--- config.mk ---
export PLATFORM = sky130hd
export DESIGN_NAME = ring_tdm_mux
export DESIGN_NICKNAME = d
export VERILOG_FILES = /design/src/rtl/ring_tdm_mux.sv
export SDC_FILE = /design/constraint.sdc
export NUM_CORES = 1
export LEC_CHECK = 0
export BUFFER_PORTS_ARGS = -buffer_cell sky130_fd_sc_hd__buf_4
export CAP_MARGIN = 20
export CORE_MARGIN = 5
export CORE_UTILIZATION = 45
export CTS_CLUSTER_SIZE = 8
export DETAILED_ROUTE_END_ITERATION = 8
export PLACE_DENSITY = 0.86
export SYNTH_ARGS = -nofsm -noshare
export SYNTH_HDL_FRONTEND = slang
export SYNTH_SLANG_ARGS = --single-unit
--- constraint.sdc ---
create_clock -name clk -period 5.9 [get_ports clk]
set_clock_uncertainty 0.2 [all_clocks]
set_input_delay 0.295 -clock clk [delete_from_list [all_inputs] [get_ports clk]]
set_output_delay 0.295 -clock clk [all_outputs]
set_load 0.05 [all_outputs]
--- src/rtl/ring_tdm_mux.sv ---
// ring_tdm_mux: time-division multiplexer that follows the one-hot phase of a
// ring counter. Each legal phase grants one channel into a single registered
// output stage with a valid/ready handshake. An illegal phase is flagged and
// the block waits for the ring's reset pattern before granting again.
//
// Ports:
//   clk, rst              clock, synchronous active-high reset
//   ring[N]               one-hot phase from the ring counter
//   ch_data[N*DW]         channel words, slot s at [s*DW +: DW]
//   ch_valid[N]           per-channel word available
//   ch_ready[N]           per-channel grant (at most one bit high)
//   out_data, out_slot    captured word and the slot it came from
//   out_valid, out_ready  output handshake
//   phase_err             sticky illegal-phase flag
//   err_cnt               illegal phases seen, saturating at 255
//   frame_cnt             completed frames, wrapping
//   miss_cnt[N*8]         per-slot backpressure misses
//
// Optional feature: define RING_TDM_STATS_EN to build the miss counters;
// otherwise miss_cnt is constant zero.
module ring_tdm_mux #(
  parameter int N  = 4,
  parameter int DW = 8
) (
  input  logic                 clk,
  input  logic                 rst,
  input  logic [N-1:0]         ring,
  input  logic [N*DW-1:0]      ch_data,
  input  logic [N-1:0]         ch_valid,
  output logic [N-1:0]         ch_ready,
  output logic [DW-1:0]        out_data,
  output logic [$clog2(N)-1:0] out_slot,
  output logic                 out_valid,
  input  logic                 out_ready,
  output logic                 phase_err,
  output logic [7:0]           err_cnt,
  output logic [7:0]           frame_cnt,
  output logic [N*8-1:0]       miss_cnt
);

  localparam int SW = $clog2(N);
  localparam logic [N-1:0] SYNC_PAT = {1'b1, {(N-1){1'b0}}};

  typedef enum logic {SYNC, RUN} state_t;

  state_t        state, state_nxt;
  logic [N-1:0]  prev_ring;
  logic [N-1:0]  expected;
  logic          legal;
  logic          illegal;
  logic          grant_ok;
  logic          xfer;
  logic [SW-1:0] slot;
  logic [DW-1:0] word;

  always_comb begin
    expected  = {prev_ring[N-2:0], prev_ring[N-1]};
    legal     = (state == RUN) && (ring == expected);
    illegal   = (state == RUN) && (ring != expected);
    grant_ok  = !out_valid || out_ready;
    slot      = '0;
    word      = '0;
    // Only meaningful when legal, where ring is guaranteed one-hot.
    for (int unsigned i = 0; i < N; i++) begin
      if (ring[i]) begin
        slot = i[SW-1:0];
        word = ch_data[i*DW +: DW];
      end
    end
    ch_ready = '0;
    if (legal && grant_ok) ch_ready[slot] = 1'b1;
    xfer = |(ch_ready & ch_valid);
    state_nxt = state;
    case (state)
      SYNC:    if (ring == SYNC_PAT) state_nxt = RUN;
      RUN:     if (illegal) state_nxt = SYNC;
      default: state_nxt = SYNC;
    endcase
  end

  always_ff @(posedge clk) begin
    if (rst) begin
      state     <= SYNC;
      prev_ring <= '0;
      out_data  <= '0;
      out_slot  <= '0;
      out_valid <= 1'b0;
      phase_err <= 1'b0;
      err_cnt   <= '0;
      frame_cnt <= '0;
    end else begin
      state <= state_nxt;
      if (state == RUN || ring == SYNC_PAT) prev_ring <= ring;

      if (xfer) begin
        out_data  <= word;
        out_slot  <= slot;
        out_valid <= 1'b1;
      end else if (out_valid && out_ready) begin
        out_valid <= 1'b0;
      end

      if (illegal) begin
        phase_err <= 1'b1;
        if (err_cnt != '1) err_cnt <= err_cnt + 8'd1;
      end

      if (legal && ring == SYNC_PAT) frame_cnt <= frame_cnt + 8'd1;
    end
  end

`ifdef RING_TDM_STATS_EN
  logic [7:0] miss_q [N];

  always_ff @(posedge clk) begin
    if (rst) begin
      for (int unsigned i = 0; i < N; i++) miss_q[i] <= '0;
    end else begin
      for (int unsigned i = 0; i < N; i++) begin
        if (legal && ring[i] && ch_valid[i] && !ch_ready[i] && miss_q[i] != '1)
          miss_q[i] <= miss_q[i] + 8'd1;
      end
    end
  end

  always_comb begin
    miss_cnt = '0;
    for (int unsigned i = 0; i < N; i++) miss_cnt[i*8 +: 8] = miss_q[i];
  end
`else
  always_comb miss_cnt = '0;
`endif

endmodule

==> impl_results.md, run 1 <==
* Asr flop ratio synth at 0
* PostCTS Resize Cnt at 0
* Post-Synth Adder-Cell Area at 0.0120
* Clk buf depth at 2
* Layout cells sized above 1 at 0.295
* Die area at 6110 um^2
* Pin count of the biggest net entering global routing at 40
* Area share of the largest cell type after synthesis at 0.316
* Synth warn at 0
* Hold WS at a little under 100 ps
* Most used flip-flop cell after synthesis: dfxtp_1
* Final min period at roughly 2800 ps
* Final estimated routing congestion in global placement at 0.836
* Final TNS setup at 0 ps
* Top cells by instance count after synthesis: dfxtp_1 (33), buf_4 (32), a21oi_1 (23), nand2_1 (15)
* Peak fanout along the critical path at 18
* Layout Nets at 363
* WP data arrival at around 2300 ps
* Leak pwr at 1.06 nW
* Post-Synthesis Cell Area at 2090 um^2
* Skew-Pair Late Insertion Delay at around 280 ps
* H-tree Lvls at 2
* Drt total wl at ~5300 um
* Final period util at 0.467
* DIE WIDTH at 78.2 um
* Vias per Instance at between 5 and 6
* Worst hold path class: input port to register
* Area Overhead vs Synth at 24.4%
* Synth area leader: dfxtp_1
* FILL cells at between 400 and 500
* Synthesized flop and latch total at 33
* Vias in the first global route at between 1500 and 2000
* DRC violations left at 0
* Initial Util at 0.470
* ANT nets after route at 0
* Clk pin slew, worst setup/hold paths at roughly 70 ps
* Core area at ~4400 um^2
* Synth Area in Simple Gates at 0.229
* Setup violations, final at 0
* Yosys cell types at 39
* Count leader, synth: dfxtp_1
* Synth Area per Inst at slightly above 8 um^2
* Fmax at 363 MHz
* Critical path start-end classification: register to primary output
* Ranking of synthesized cells by area: dfxtp_1 (32%), buf_4 (11%), a21oi_1 (5.5%)
* Grt total ovfl at 0
* Utilization after layout at 0.585
* Slew Limit Fails at 0
* First-pass GRT wire length at between 8000 and 9000 um
* Iter 0 DRT Violations at between 100 and 150
* Post-synthesis compound-gate area fraction at 0.219
* Max cap viols at 0
* Slew Limit Headroom at 0.286
* Initial antenna violation count at 0
* Startpoint types: register
* Sink Count at 33
* Diodes inserted at 0
* Total power at 501 uW
* PD cells at 193 nW/um^2
* DP Wirelength at 4030 um
* Peak supply drop at 111 uV
* IO Count at about 110
* Synth Area in XOR/XNOR at 0.0203
* Rows at 24
* Wire per inst at around 14 um
* Outcome: finished clean
* Root Buffer: clkbuf_8
* PortBufs at 74
* Hold Buf Count CTS at 0
* CTS tree: built
* Fin. Hold Viols at 0
* Post-synthesis mux area share at 0.0317
* Post-synthesis sequential area ratio at 0.316
* Final worst slack at roughly 3100 ps
* Worst slew pin tran at ~1100 ps
* Post-CTS Setup Bufs at 0
* Number of synthesized flops with an enable pin at 0
* Largest family of logic cells by synthesized area: simple AND/OR/NAND/NOR gates
* Dpl ws at between 3000 and 4000 ps
* Num CTS Buffers at 5
* Total GRT Usage at 0.166
* Critical path endpoint category: primary output
* Critical Path RT at around 5400 ps
* DRT Pass-1 Iters at 4
* RSZ-0062 raised after global routing: no
* Routed vias at between 2000 and 2500
* Mapped Cells at between 200 and 300
* Die height at between 70 and 80 um
-- worst max-delay path: stages, from the launching register on --
cell     delay, ps
dfxtp_1        340
xor2_2         200
or4_1          810
nor4_1         370
buf_4          260
-- final timing paths --
| check | from | end | slack (ps) | cells past startpoint |
|---|---|---|---|---|
| min reg2reg | phase_err$_SDFFE_PP0P_ | phase_err$_SDFFE_PP0P_ | 280 | 2 |
| max reg2reg | prev_ring[0]$_SDFFE_PP0P_ | out_data[0]$_SDFFE_PP0P_ | 3410 | 4 |
| min | ring[0] | prev_ring[0]$_SDFFE_PP0P_ | 100 | 3 |
| max | prev_ring[0]$_SDFFE_PP0P_ | ch_ready[2] | 3140 | 4 |
-- per-stage QoR --
step | std cells | instance area [um^2]
global placement | 363 | 2520
CTS | 371 | 2600
finish | 371 | 2600
global route | 371 | 2600
detailed placement | 363 | 2520
floorplan | 289 | 2210
-- flip-flops by register name, indices dropped and copies added, names as in the netlist --
register   cells
out_data       8
out_slot       2
state          1
frame_cnt      8
out_valid      1
prev_ring      4
phase_err      1
err_cnt        8
-- where the power goes --
part | internal [mW] | switching (mW) | total [mW]
Sequential | 0.225 | 0.00221 | 0.227
Combinational | 0.0310 | 0.0814 | 0.112
Clock | 0.0817 | 0.0801 | 0.162
-- area by class of cell --
type / instances / area, um^2 / share of cell area
Multi-Input combinational cell: 196 / 1200 / 0.463
Sequential cell: 33 / 661 / 0.254
Timing Repair Buffer: 75 / 563 / 0.216
Clock buffer: 6 / 72.6 / 0.0279
Tap cell: 52 / 65.1 / 0.0250
Inverter: 7 / 26.3 / 0.0101
Clock inverter: 2 / 10.0 / 0.00385
-- placed cells by master (no fill, tap or decap), types with 2 or more instances in the layout --
cell type and count:
buf_4 75, dfxtp_1 33, conb_1 32, a21oi_1 23, nand2_1 15, nor2_1 14, a31oi_1 11, nor4_1 9
a311oi_1 9, nand3b_1 8, a221oi_1 8, inv_1 7, nand3_1 7, or4_1 6, nor2b_1 6, o31ai_1 6
o21ai_0 5, mux2_2 5, clkbuf_8 5, nand4_1 4, xor2_1 3, nor3b_1 3, a211oi_1 3, or3_1 3
nor3_1 2, ha_1 2, clkinv_2 2
-- metal layers --
layer  part of all wire  global-route usage  vias to the layer above
met4              0.025              0.0717                        0
li1                   -                   -                     1012
met2               0.49               0.264                       81
met5                  0                   0                        -
met1               0.42               0.219                      925
met3              0.070              0.0309                       11
-- kinds of logic (layout without fill, tap and decap cells) --
| logic type | count (synthesis) | after routing |
|---|---|---|
| compound gates | 68 | 68 |
| xor+xnor | 4 | 4 |
| fa+ha+maj | 2 | 2 |
| buf+inv | 60 | 90 |
| flops | 33 | 33 |
| mux | 6 | 6 |
| other cells | 1 | 32 |
| simple gates | 84 | 84 |
(Power assumes the default switching activity.)
==> run 2, diff against run 1 <==
--- a/config.mk
+++ b/config.mk
@@ -5,13 +5,14 @@
 export SDC_FILE = /design/constraint.sdc
 export NUM_CORES = 1
 export LEC_CHECK = 0
+export ABC_AREA = 1
 export BUFFER_PORTS_ARGS = -buffer_cell sky130_fd_sc_hd__buf_4
 export CAP_MARGIN = 20
 export CORE_MARGIN = 5
 export CORE_UTILIZATION = 45
 export CTS_CLUSTER_SIZE = 8
 export DETAILED_ROUTE_END_ITERATION = 8
-export PLACE_DENSITY = 0.86
+export PLACE_DENSITY = 0.87
 export SYNTH_ARGS = -nofsm -noshare
 export SYNTH_HDL_FRONTEND = slang
 export SYNTH_SLANG_ARGS = --single-unit
==> constraint.sdc (replaced) <==
create_clock -name clk -period 2.8 [get_ports clk]
set_clock_uncertainty 0.2 [all_clocks]
set_input_delay 0.14 -clock clk [delete_from_list [all_inputs] [get_ports clk]]
set_output_delay 0.14 -clock clk [all_outputs]
set_load 0.05 [all_outputs]
==> impl_results.md, run 2 <==
* Outcome: finished clean
* Fin area at ~2700 um^2
* First-pass GRT wire length at 9290 um
* Peak supply drop at around 320 uV
* Pin count of the biggest net entering global routing at 23
* Ranking of synthesized cells by area: dfxtp_1 (33%), nand2_1 (15%), buf_4 (13%)
* Post-synthesis sequential area ratio at 0.332
* Synthesized flop and latch total at 33
* Area share of the largest cell type after synthesis at 0.332
* PortBufs at 74
* Setup violations, final at 0
* Layout Nets at 428
* Crit path top cell by count: nand2_1
* Synth warn at 0
* Worst-path cell chain: dlygate4sd3_1 > buf_4 > inv_2 > nand2_1 > nand2_1 > nor2_2 > nand2_2 > nor2_4 > nand2_1 > nor4_1 > buf_4
* Critical path start-end classification: input port to primary output
* H-tree Lvls at 2
* Clk buf depth at 2
* Startpoint types: input port
* DRC violations left at 0
* Grt total ovfl at 0
* Layout cells sized above 1 at 0.242
* Critical path endpoint category: primary output
* Count leader, synth: nand2_1
* Yosys cell types at 29
* Mapped Cells at roughly 300
* Max cap viols at 0
* Synth area leader: dfxtp_1
* Fin cells at between 400 and 500
* Post-CTS Setup Bufs at 0
* Core area at approximately 4300 um^2
* Flop-to-flop setup slack at 690 ps
* Final TNS setup at 0 ps
* Worst hold path class: input port to register
* NetSw at approximately 340 uW
* DRT Pass-1 Iters at 4
* WP data arrival at 1930 ps
* Synth Area per Inst at about 6.6 um^2
* Most used flip-flop cell after synthesis: dfxtp_1
* CTS tree: built
* Rows at 24
* ANT nets after route at 0
* Die height at between 70 and 80 um
* Routed vias at 2122
* Commonest cells after routing, fill and taps aside: nand2_1 (79), buf_4 (74), nor2_1 (42)
* Biggest regs: err_cnt: 8 flops, frame_cnt: 8 flops, out_data: 8 flops
* Drt total wl at 5450 um
* Root Buffer: clkbuf_8
* FILL cells at roughly 410
* Fin. Hold Viols at 0
* Initial Util at 0.461
* Leak pwr at 1.33 nW
* Number of synthesized flops with an enable pin at 0
* Slew Limit Fails at 0
* Fmax at about 440 MHz
* Iter 0 DRT Violations at 170
* Crit-path slowest cell: dlygate4sd3_1
* Final min period at 2270 ps
* Post-Synthesis Cell Area at around 2000 um^2
* IO Count at between 100 and 150
* Asr flop ratio synth at 0
* Crit-path max cell delay at around 520 ps
* Total power at between 1 and 1.5 mW
* Num CTS Buffers at 5
* Total GRT Usage at 0.189
* Peak fanout along the critical path at 8
* Clk pin slew, worst setup/hold paths at about 70 ps
* Combinational power share at 0.196
* RSZ-0062 raised after global routing: no
* Sw Share at 0.290
* Worst slew pin tran at roughly 710 ps
* DP Wirelength at between 4000 and 5000 um
* Skew-Pair Late Insertion Delay at around 290 ps
* Clk pwr share at 0.397
* Vias in the first global route at between 2000 and 2500
* Sink Count at 33
* Final estimated routing congestion in global placement at 0.854
* Final period util at 0.811
* Top cells by instance count after synthesis: nand2_1 (79), nor2_1 (42), buf_4 (35), dfxtp_1 (33), inv_1 (30)
* Critical Path RT at 2460 ps
* Area Overhead vs Synth at 33.0%
* Commonest non-fill, non-tap cell in the layout: nand2_1
* Dpl cell area at ~2400 um^2
* PD cells at approximately 440 nW/um^2
* Wire per inst at ~12 um
* Diodes inserted at 0
* Die area at around 6000 um^2
* Vias per Instance at 4.87
* DIE WIDTH at around 77 um
* P_int at about 830 uW
* Slew Limit Headroom at 0.526
* Placed instance count at 419
* Initial antenna violation count at 0
* Seq pwr share at 0.407
## run 2: path summary, 6_finish.rpt
path                                              start                       end  cells past startpoint
worst min register to register   phase_err$_SDFFE_PP0P_    phase_err$_SDFFE_PP0P_                      2
worst max register to register  err_cnt[0]$_SDFFE_PP0P_   err_cnt[5]$_SDFFE_PP0P_                     10
worst max-delay path                            ring[2]               ch_ready[0]                     11
worst min-delay path                        ch_data[15]  out_data[7]$_SDFFE_PP0P_                      5
## run 2: what timing repair did
item | in CTS | in global routing
hold endpoints to repair | 14 | 0
hold buffers | 9 | 0
gates resized for setup | 0 | 0
## run 2: layout make-up
cell class | instances | area, um^2 | area share
tap | 52 | 65.1 | 0.0246
inverter | 34 | 128 | 0.0482
multi-input combinational | 226 | 1030 | 0.390
clock inverter | 1 | 30.0 | 0.0113
timing repair buffer | 83 | 646 | 0.244
sequential | 33 | 661 | 0.249
clock buffer | 7 | 86.3 | 0.0326
## run 2: per-layer routing
layer,up-vias,global-route usage,share of wire
met5,-,0,0
met4,0,0.0542,0.015
met3,8,0.0721,0.099
met2,111,0.321,0.47
met1,942,0.221,0.41
li1,1061,-,-
## run 2: through the flow
step	hold slack, ps	util	worst slack, ps
floorplan	80.5	-	130
global placement	231	0.565	847
detailed placement	237	0.565	770
CTS	2.34	0.613	551
global route	38.0	0.613	354
finish	14.6	0.613	530
## run 2: logic make-up (layout without fill, tap and decap cells)
kind of cell / Yosys count / after routing / share of synthesized area
other: 1 / 32 / 0.00188
buffers and inverters: 73 / 125 / 0.207
DFF: 33 / 33 / 0.332
xor gates and xnor gates: 2 / 2 / 0.00880
AOI/OAI and AO/OA: 34 / 34 / 0.102
adders and majority gates: 2 / 2 / 0.0126
and+or+nand+nor: 156 / 156 / 0.336
## run 2: power by group through the flow
stage	logic (mW)	registers [mW]	clock network [mW]
final	0.230	0.477	0.465
after global routing	0.246	0.478	0.501
after CTS	0.228	0.477	0.480
after detailed placement	0.217	0.488	0
after global placement	0.215	0.488	0
after floorplan	0.183	0.495	0
## run 2: critical path, delay by kind of cell
family        cells  cell delay, ps
buf+inv           4             970
simple gates      7             800
==> run 3, diff against run 2 <==
--- a/config.mk
+++ b/config.mk
@@ -9,10 +9,10 @@
 export BUFFER_PORTS_ARGS = -buffer_cell sky130_fd_sc_hd__buf_4
 export CAP_MARGIN = 20
 export CORE_MARGIN = 5
-export CORE_UTILIZATION = 45
+export CORE_UTILIZATION = 41
 export CTS_CLUSTER_SIZE = 8
 export DETAILED_ROUTE_END_ITERATION = 8
-export PLACE_DENSITY = 0.87
+export PLACE_DENSITY = 0.84
 export SYNTH_ARGS = -nofsm -noshare
 export SYNTH_HDL_FRONTEND = slang
 export SYNTH_SLANG_ARGS = --single-unit
==> constraint.sdc (replaced) <==
create_clock -name clk -period 1.9 [get_ports clk]
set_clock_uncertainty 0.2 [all_clocks]
set_input_delay 0.095 -clock clk [delete_from_list [all_inputs] [get_ports clk]]
set_output_delay 0.095 -clock clk [all_outputs]
set_load 0.05 [all_outputs]
==> impl_results.md, run 3 (synthesized netlist as in run 2, its figures left out) <==
* Outcome: finished, violations left
* Failing checks: setup timing
* RSZ-0062 raised after global routing: yes
* DP Wirelength at 4340 um
* Final period util at 1.01
* Layout cells sized above 1 at 0.299
* H-tree Lvls at 2
* Buffers & Inverters on Critical Path at 2
* DRC violations left at 0
* Crit-path max cell delay at roughly 340 ps
* Critical path start-end classification: register to primary output
* Fin cells at 465
* ANT nets after route at 0
* Diodes inserted at 0
* Initial antenna violation count at 0
* Wire per inst at 13.1 um
* Root Buffer: clkbuf_8
* Fin. Hold Viols at 0
* Clk buf depth at 2
* IO Count at 107
* Fmax at roughly 520 MHz
* Placed instance count at 440
* WP data arrival at roughly 1600 ps
* Die height at about 80 um
* Skew-Pair Late Insertion Delay at 280 ps
* Final min period at 1920 ps
* Critical path endpoint category: primary output
* FILL cells at around 420
* Commonest non-fill, non-tap cell in the layout: buf_4
* Sink Count at 33
* PortBufs at 74
* Total power at ~1.6 mW
* Core area at 4720 um^2
* Fin area at between 2000 and 3000 um^2
* Dpl cell area at approximately 2500 um^2
* Hold WS at 10.6 ps
* Critical Path Stages at 9
* DIE WIDTH at 79.7 um
* Max cap viols at 0
* Biggest regs: err_cnt: 8 flops, frame_cnt: 8 flops, out_data: 8 flops
* Drt total wl at around 6100 um
* Rows at 25
* Worst hold path class: input port to register
* Hold depth at 5
* Total GRT Usage at 0.185
* Commonest cells after routing, fill and taps aside: buf_4 (78), nand2_1 (76), nor2_1 (41)
* Peak fanout along the critical path at 4
* Vias per Instance at approximately 4.6
* Vias in the first global route at around 2100
* Worst-path cell chain: inv_1 > nand2_1 > nand2_1 > nor2_2 > nand2_2 > nor2_4 > nand2_4 > nor3_2 > buf_6
* Layout Nets at 443
* Num CTS Buffers at 5
* Iter 0 DRT Violations at between 80 and 90
* Slew Limit Fails at 0
* DRT Pass-1 Iters at 4
* Final estimated routing congestion in global placement at 0.847
* Final worst slack at -20.0 ps
* First-pass GRT wire length at around 9300 um
* Peak supply drop at between 300 and 400 uV
* PD cells at ~560 nW/um^2
* Routed vias at 2152
* Die area at 6350 um^2
* Critical Path RT at between 1500 and 2000 ps
* Crit path top cell by count: nand2_1
* Clk pin slew, worst setup/hold paths at around 60 ps
* CP delay by family, top: simple AND/OR/NAND/NOR gates
* Setup violations, final at 2
* Area Overhead vs Synth at 44.2%
* Grt total ovfl at 0
* Dpl ws at 19.5 ps
* Startpoint types: register
* Crit-path slowest cell: dfxtp_2
* Pin count of the biggest net entering global routing at 15
* Leak pwr at 1.43 nW
* Reg2reg path depth at 11
* Initial Util at 0.422
* CTS tree: built
[run 3: path summary, 6_finish.rpt]
check	start	endpoint	slack [ps]
worst min register to register	prev_ring[0]$_SDFFE_PP0P_	prev_ring[0]$_SDFFE_PP0P_	270
worst max register to register	prev_ring[2]$_SDFFE_PP0P_	frame_cnt[6]$_SDFFE_PP0P_	20
worst max-delay path	prev_ring[2]$_SDFFE_PP0P_	ch_ready[2]	-20
worst min-delay path	ch_data[9]	out_data[1]$_SDFFE_PP0P_	10
[run 3: final cells by class]
| type | instances | area [um^2] | share of cell area |
|---|---|---|---|
| tap | 67 | 83.8 | 0.0292 |
| timing repair buffer | 98 | 791 | 0.275 |
| multi-input combinational | 226 | 1100 | 0.385 |
| inverter | 34 | 130 | 0.0453 |
| sequential | 33 | 677 | 0.236 |
| clock buffer | 7 | 86.3 | 0.0301 |
[run 3: worst register-to-register path: cells and delay by family (launching register included)]
family	cells	cell delay, ps
DFF	1	340
and+or+nand+nor	9	1040
buffers and inverters	1	40
AOI/OAI and AO/OA	1	140
[run 3: per-stage QoR]
step,TNS (ps),util
finish,-31.5,0.608
global placement,0,0.537
floorplan,-152,-
CTS,-2.52,0.593
detailed placement,0,0.537
global route,-1150,0.608
[run 3: what timing repair did]
| action | 4_1_cts | 5_1_grt |
|---|---|---|
| setup buffers | 1 | 1 |
| hold buffers | 16 | 0 |
| endpoints found under the setup margin | 5 | 21 |
| gates resized for setup | 5 | 18 |
| pin swaps | 1 | 5 |
| hold endpoints to repair | 17 | 0 |
[run 3: routing by layer]
layer / global-route usage / vias to the layer above / share of wire
li1: - / 1093 / -
met1: 0.211 / 956 / 0.39
met2: 0.332 / 99 / 0.50
met3: 0.0621 / 4 / 0.11
met4: 0.0395 / 0 / 0.0033
met5: 0 / - / 0
[run 3: power by group]
part	switching, mW	internal (mW)	leakage, nW	total (mW)
Sequential	0.00494	0.697	0.271	0.702
Combinational	0.248	0.122	1.11	0.370
Clock	0.237	0.287	0.0443	0.524
